[config.mk]
export PLATFORM = sky130hd
export DESIGN_NAME = microwave_timer
export DESIGN_NICKNAME = d
export VERILOG_FILES = /design/src/rtl/microwave_timer_pkg.sv /design/src/rtl/microwave_timer_bcd_digit_dec.sv /design/src/rtl/microwave_timer.sv
export SDC_FILE = /design/constraint.sdc
export NUM_CORES = 1
export LEC_CHECK = 0
export BUFFER_PORTS_ARGS = -buffer_cell sky130_fd_sc_hd__clkbuf_2
export CORE_MARGIN = 2
export CORE_UTILIZATION = 55
export CTS_CLUSTER_DIAMETER = 150
export CTS_CLUSTER_SIZE = 16
export DETAILED_ROUTE_END_ITERATION = 8
export GPL_TIMING_DRIVEN = 0
export PLACE_DENSITY = 0.76
export SYNTH_ARGS = -nofsm -noshare
export SYNTH_HDL_FRONTEND = slang
export SYNTH_SLANG_ARGS = --single-unit
[constraint.sdc]
create_clock -name clk -period 6.2 [get_ports clk]
set_clock_uncertainty 0.05 [all_clocks]
set_input_delay 1.24 -clock clk [delete_from_list [all_inputs] [get_ports clk]]
set_output_delay 1.24 -clock clk [all_outputs]
set_load 0.01 [all_outputs]
[src/rtl/microwave_timer_pkg.sv]
// Shared constants for the microwave countdown timer.
//   BCD_W                 - width of one BCD digit
//   TICKS_PER_SEC_DEFAULT - clock cycles per second at the nominal 50 MHz clock
//   BCD_MAX               - largest legal BCD digit
//   SEC_TENS_WRAP         - value the seconds-tens digit takes on a borrow
package microwave_timer_pkg;

    localparam int unsigned BCD_W                 = 4;
    localparam int unsigned TICKS_PER_SEC_DEFAULT = 50_000_000;
    localparam int unsigned BCD_MAX               = 9;
    localparam int unsigned SEC_TENS_WRAP         = 5;

endpackage

[src/rtl/microwave_timer_bcd_digit_dec.sv]
// One BCD digit register with clear, shift-in and borrow-driven decrement.
// Ports:
//   clk, rst     - clock and synchronous active-high reset
//   clr          - synchronous clear to 0
//   shift        - load shift_in (keypad shift)
//   shift_in     - digit shifted in from the lower neighbour / keypad
//   borrow_in    - decrement request from the lower digit (or the prescaler)
//   digit        - current digit value
//   borrow_out   - borrow passed upward: borrow_in while this digit is 0
// Priority: rst > clr > shift > borrow_in.
module bcd_digit_dec
    import microwave_timer_pkg::*;
#(
    parameter int unsigned WRAP = BCD_MAX
) (
    input  logic             clk,
    input  logic             rst,
    input  logic             clr,
    input  logic             shift,
    input  logic [BCD_W-1:0] shift_in,
    input  logic             borrow_in,
    output logic [BCD_W-1:0] digit,
    output logic             borrow_out
);

    logic [BCD_W-1:0] digit_q, digit_d;

    always_comb begin
        digit_d = digit_q;
        if (clr) begin
            digit_d = '0;
        end else if (shift) begin
            digit_d = shift_in;
        end else if (borrow_in) begin
            digit_d = (digit_q == '0) ? BCD_W'(WRAP) : digit_q - 1'b1;
        end
    end

    always_ff @(posedge clk) begin
        if (rst) begin
            digit_q <= '0;
        end else begin
            digit_q <= digit_d;
        end
    end

    assign digit      = digit_q;
    assign borrow_out = borrow_in && (digit_q == '0);

endmodule

[src/rtl/microwave_timer.sv]
// MM:SS countdown timer feeding timer_done to the magnetron controller.
// Keypad digits shift in from the right while idle; while enabled and nonzero
// the time decrements once every TICKS_PER_SEC cycles.
// Ports:
//   clk, rst        - clock and synchronous active-high reset
//   clearn          - active-low synchronous clear (beats digit entry and counting)
//   digit_valid     - strobe qualifying digit_in
//   digit_in        - BCD keypad digit; values above 9 are ignored
//   enable          - count enable (magnetron on); also blocks digit entry
//   min_tens .. sec_ones - registered BCD time
//   timer_done      - time is 00:00 (combinational decode of the digits)
//   sec_tick        - one-cycle pulse coincident with each decrement
module microwave_timer
    import microwave_timer_pkg::*;
#(
    parameter int unsigned TICKS_PER_SEC = TICKS_PER_SEC_DEFAULT
) (
    input  logic             clk,
    input  logic             rst,
    input  logic             clearn,
    input  logic             digit_valid,
    input  logic [BCD_W-1:0] digit_in,
    input  logic             enable,
    output logic [BCD_W-1:0] min_tens,
    output logic [BCD_W-1:0] min_ones,
    output logic [BCD_W-1:0] sec_tens,
    output logic [BCD_W-1:0] sec_ones,
    output logic             timer_done,
    output logic             sec_tick
);

    localparam int unsigned PreW = (TICKS_PER_SEC > 1) ? $clog2(TICKS_PER_SEC) : 1;
    localparam logic [PreW-1:0] PreMax = PreW'(TICKS_PER_SEC - 1);

    logic [PreW-1:0] pre_q, pre_d;
    logic            sec_tick_q, sec_tick_d;

    logic clr, shift, run, tick;
    logic so_borrow, st_borrow, mo_borrow, unused_min_tens_borrow;

    assign timer_done = (min_tens == '0) && (min_ones == '0) &&
                        (sec_tens == '0) && (sec_ones == '0);

    assign clr   = !clearn;
    assign shift = !clr && digit_valid && !enable && (digit_in <= BCD_W'(BCD_MAX));
    // enable excludes shift, so only clear has to be masked here.
    assign run   = !clr && enable && !timer_done;
    assign tick  = run && (pre_q == PreMax);

    always_comb begin
        pre_d      = pre_q;
        sec_tick_d = tick;
        if (clr || shift) begin
            pre_d = '0;
        end else if (run) begin
            pre_d = tick ? '0 : pre_q + 1'b1;
        end
    end

    always_ff @(posedge clk) begin
        if (rst) begin
            pre_q      <= '0;
            sec_tick_q <= 1'b0;
        end else begin
            pre_q      <= pre_d;
            sec_tick_q <= sec_tick_d;
        end
    end

    assign sec_tick = sec_tick_q;

    // The prescaler tick is the borrow into the seconds-ones digit; borrows ripple upward.
    bcd_digit_dec #(.WRAP(BCD_MAX)) u_sec_ones (
        .clk        (clk),
        .rst        (rst),
        .clr        (clr),
        .shift      (shift),
        .shift_in   (digit_in),
        .borrow_in  (tick),
        .digit      (sec_ones),
        .borrow_out (so_borrow)
    );

    bcd_digit_dec #(.WRAP(SEC_TENS_WRAP)) u_sec_tens (
        .clk        (clk),
        .rst        (rst),
        .clr        (clr),
        .shift      (shift),
        .shift_in   (sec_ones),
        .borrow_in  (so_borrow),
        .digit      (sec_tens),
        .borrow_out (st_borrow)
    );

    bcd_digit_dec #(.WRAP(BCD_MAX)) u_min_ones (
        .clk        (clk),
        .rst        (rst),
        .clr        (clr),
        .shift      (shift),
        .shift_in   (sec_tens),
        .borrow_in  (st_borrow),
        .digit      (min_ones),
        .borrow_out (mo_borrow)
    );

    // Never borrows out: 00:00 is never decremented.
    bcd_digit_dec #(.WRAP(BCD_MAX)) u_min_tens (
        .clk        (clk),
        .rst        (rst),
        .clr        (clr),
        .shift      (shift),
        .shift_in   (min_ones),
        .borrow_in  (mo_borrow),
        .digit      (min_tens),
        .borrow_out (unused_min_tens_borrow)
    );

endmodule

==> summary.txt <==
Outcome
  – Status: finished, final reports clean

Setup path
  – Critical path endpoint category: output port
  – CP Data Required Time: 4.91 ns
  – Critical path launch point: u_min_ones.digit[0]
  – CP Launch Type: flop
  – Worst path arrival time: 2.28 ns
  – CP max stage delay: 0.63 ns
  – Crit path max-delay cell type: or4_1
  – Crit-path leading delay family: simple AND/OR/NAND/NOR gates
  – Crit path max fanout: 10
  – Crit-path cells: or4_1 > and4bb_2 > clkbuf_1 > clkbuf_2
  – Worst R2R Start: pre_q[0]
  – Crit path kind: reg -> out
  – CP Buf/Inv Count: 2

Route
  – Total number of vias: 1902
  – Routed wire length: 4570 µm
  – Wire length per cell: 13.8 µm
  – Initial DRC Count: 189
  – DR DRC count: 0
  – First-pass DRT Iterations: 4
  – Final ANT Viol Nets: 0
  – Via density per instance: 5.73

Synthesis
  – Most frequent cell after synthesis: nor2_1
  – Mapped Area: 2110 µm²
  – Ys async rst share: 0
  – Sequential share of the synthesized area: 0.407
  – Mapped Cells: 250
  – Post-synth EDFFs: 0
  – Number of synthesized register bits: 43
  – Post-Syn Nets: 260
  – Main synth FF type: dfxtp_1
  – Synth Warn #: 0
  – Synth top cells by count: nor2_1 (44), dfxtp_1 (43), xor2_1 (23)
  – Synth top area share: 0.407
  – Syn avg cell area: 8.46 µm²
  – Most area-hungry cell type in the Yosys netlist: dfxtp_1
  – Most area-consuming cells after synthesis: dfxtp_1 (41%), xor2_1 (9.5%), nor2_1 (7.8%)
  – Synth cell types: 39

Layout
  – Final Non-Filler Cells: 332
  – ANT cells: 0
  – Layout Nets: 293
  – Seq. cell area: 861 µm²
  – Ratio of cells with drive above 1 in the final layout: 0.144
  – Design Area, Final: 2390 µm²
  – Area Overhead vs Synth: 12.8%
  – Multi-input gate area: 1220 µm²
  – FILL cells: 354

Clock network
  – Reg clk slew, reported paths: 0.08 ns
  – Root buffer cell: clkbuf_8
  – Clk Latency, worst-skew pair: 0.30 ns
  – Sinks on Clock Net: 43
  – CTS tree: done
  – Post-cts resize count: 0
  – Clock Path Buffers: 2
  – H-tree depth: 2
  – CTS buffer count: 5
  – Post-CTS Setup Bufs: 0
  – Hold buffers post-CTS: 0

Hold path
  – Hold Path Class: reg -> reg
  – Hold path start: pre_q[1]

STA
  – Final hold slack: 0.461 ns
  – Fmax achieved: 281 MHz
  – Endpoints failing hold: 0
  – Final Setup Violations: 0
  – Tightest Pin Transition: 0.724 ns
  – Final Slew Violations: 0
  – Final min period: 3.57 ns
  – Crit share post-route: 0.575
  – RSZ-0062 raised after global routing: false
  – TNS Setup: 0 ns
  – Relative slew slack: 0.514

Global routing
  – Tot GR Track Use: 0.232
  – Largest net degree at the start of global routing: 13
  – Number of global-route vias before repair: 1799
  – Initial antenna violation count: 0
  – First-pass GRT wire length: 7820 µm
  – GRT overflow: 0

Die
  – Die W: 66.0 µm
  – # IOs: 27
  – Total core area: 3690 µm²
  – Site Rows: 22
  – Initial Utilization: 0.573
  – Chip height: 66.0 µm
  – Die footprint: 4360 µm²

Power
  – Cell Pwr Density: 203 nW/µm²
  – Peak supply drop: 0.142 mV
  – Total Power: 483 µW
  – Leakage power: 0.000863 µW

Placement
  – Port Buffers: 26
  – Gp weighted congestion: 0.832
  – Post-DP Area: 2300 µm²
  – Placed insts: 324
  – Hpwl dp: 3310 µm

Job
  – Max cap viols: 0
## worst reg2reg max path, delay by kind of cell (launching register included)
family | cells | cell delay [ns]
AO/OA/AOI/OAI | 3 | 0.75
adder cells (fa/ha/maj) | 1 | 0.19
AND/OR/NAND/NOR | 3 | 1.14
flip-flops | 1 | 0.38
## flip-flops by register name (all words and copies together) (netlist names)
register          count
u_min_tens.digit      4
u_min_ones.digit      4
sec_tick              1
u_sec_ones.digit      4
u_sec_tens.digit      4
pre_q                26
## worst paths after layout
kind / to / slack (ns) / cells past startpoint
setup / recovery: timer_done / 2.63 / 4
hold / removal: pre_q[1] / 0.46 / 2
setup reg to reg: u_sec_ones.digit[1] / 3.58 / 7
hold reg to reg: pre_q[1] / 0.46 / 2
## through the flow
step	util	worst slack [ns]
global placement	0.625	3.01
CTS	0.647	2.65
global route	0.647	2.52
floorplan	-	3.31
finish	0.647	2.63
detailed placement	0.625	2.98
## cells by family (layout without fill, tap and decap cells)
logic type      Yosys count  after routing  synth area share
compound gates           32             32             0.105
simple gates            134            134             0.334
mux                       3              3            0.0142
xor+xnor                 28             28             0.116
fa+ha+maj                 1              1           0.00592
flops                    43             43             0.407
buf+inv                   9             43            0.0172
## cell usage in the layout (no fill, tap or decap), types with 2 or more instances in the layout
cell type	n
xnor2_1	5
a21oi_1	3
a211oi_1	5
nor4_1	3
clkbuf_1	9
or3_1	3
or4_1	5
o31ai_1	2
nor4b_2	2
and4_1	4
o311ai_0	2
nor3_1	8
nand3_1	16
o2bb2ai_1	2
mux2i_1	3
xor2_1	23
a31oi_1	2
dfxtp_1	43
nor2_1	44
clkbuf_8	5
buf_2	2
nand2_1	21
and2_1	4
nor2b_1	3
nand3b_1	2
a311oi_1	2
nand4_1	10
clkbuf_2	26
o21ai_0	9
and3_1	2
a2111oi_0	3
## power breakdown
group,switching [µW],internal (µW),total (µW)
Sequential,1.99,277,279
Clock,95.4,79.1,175
Combinational,19.5,10.2,29.7
## per-layer routing
| layer | part of all wire | GRT usage | vias to the layer above |
|---|---|---|---|
| met1 | 0.47 | 0.278 | 902 |
| li1 | - | - | 972 |
| met5 | 0 | 0 | - |
| met3 | 0.024 | 0.0392 | 8 |
| met2 | 0.49 | 0.395 | 20 |
| met4 | 0.021 | 0.125 | 0 |
## cell type report
| cell class | count | area share |
|---|---|---|
| Multi-Input combinational cell | 198 | 0.510 |
| Tap cell | 48 | 0.0252 |
| Timing Repair Buffer | 26 | 0.0545 |
| Clock buffer | 7 | 0.0320 |
| Clock inverter | 1 | 0.00210 |
| Buffer | 9 | 0.0152 |
| Sequential cell | 43 | 0.361 |
(Power assumes the default switching activity.)
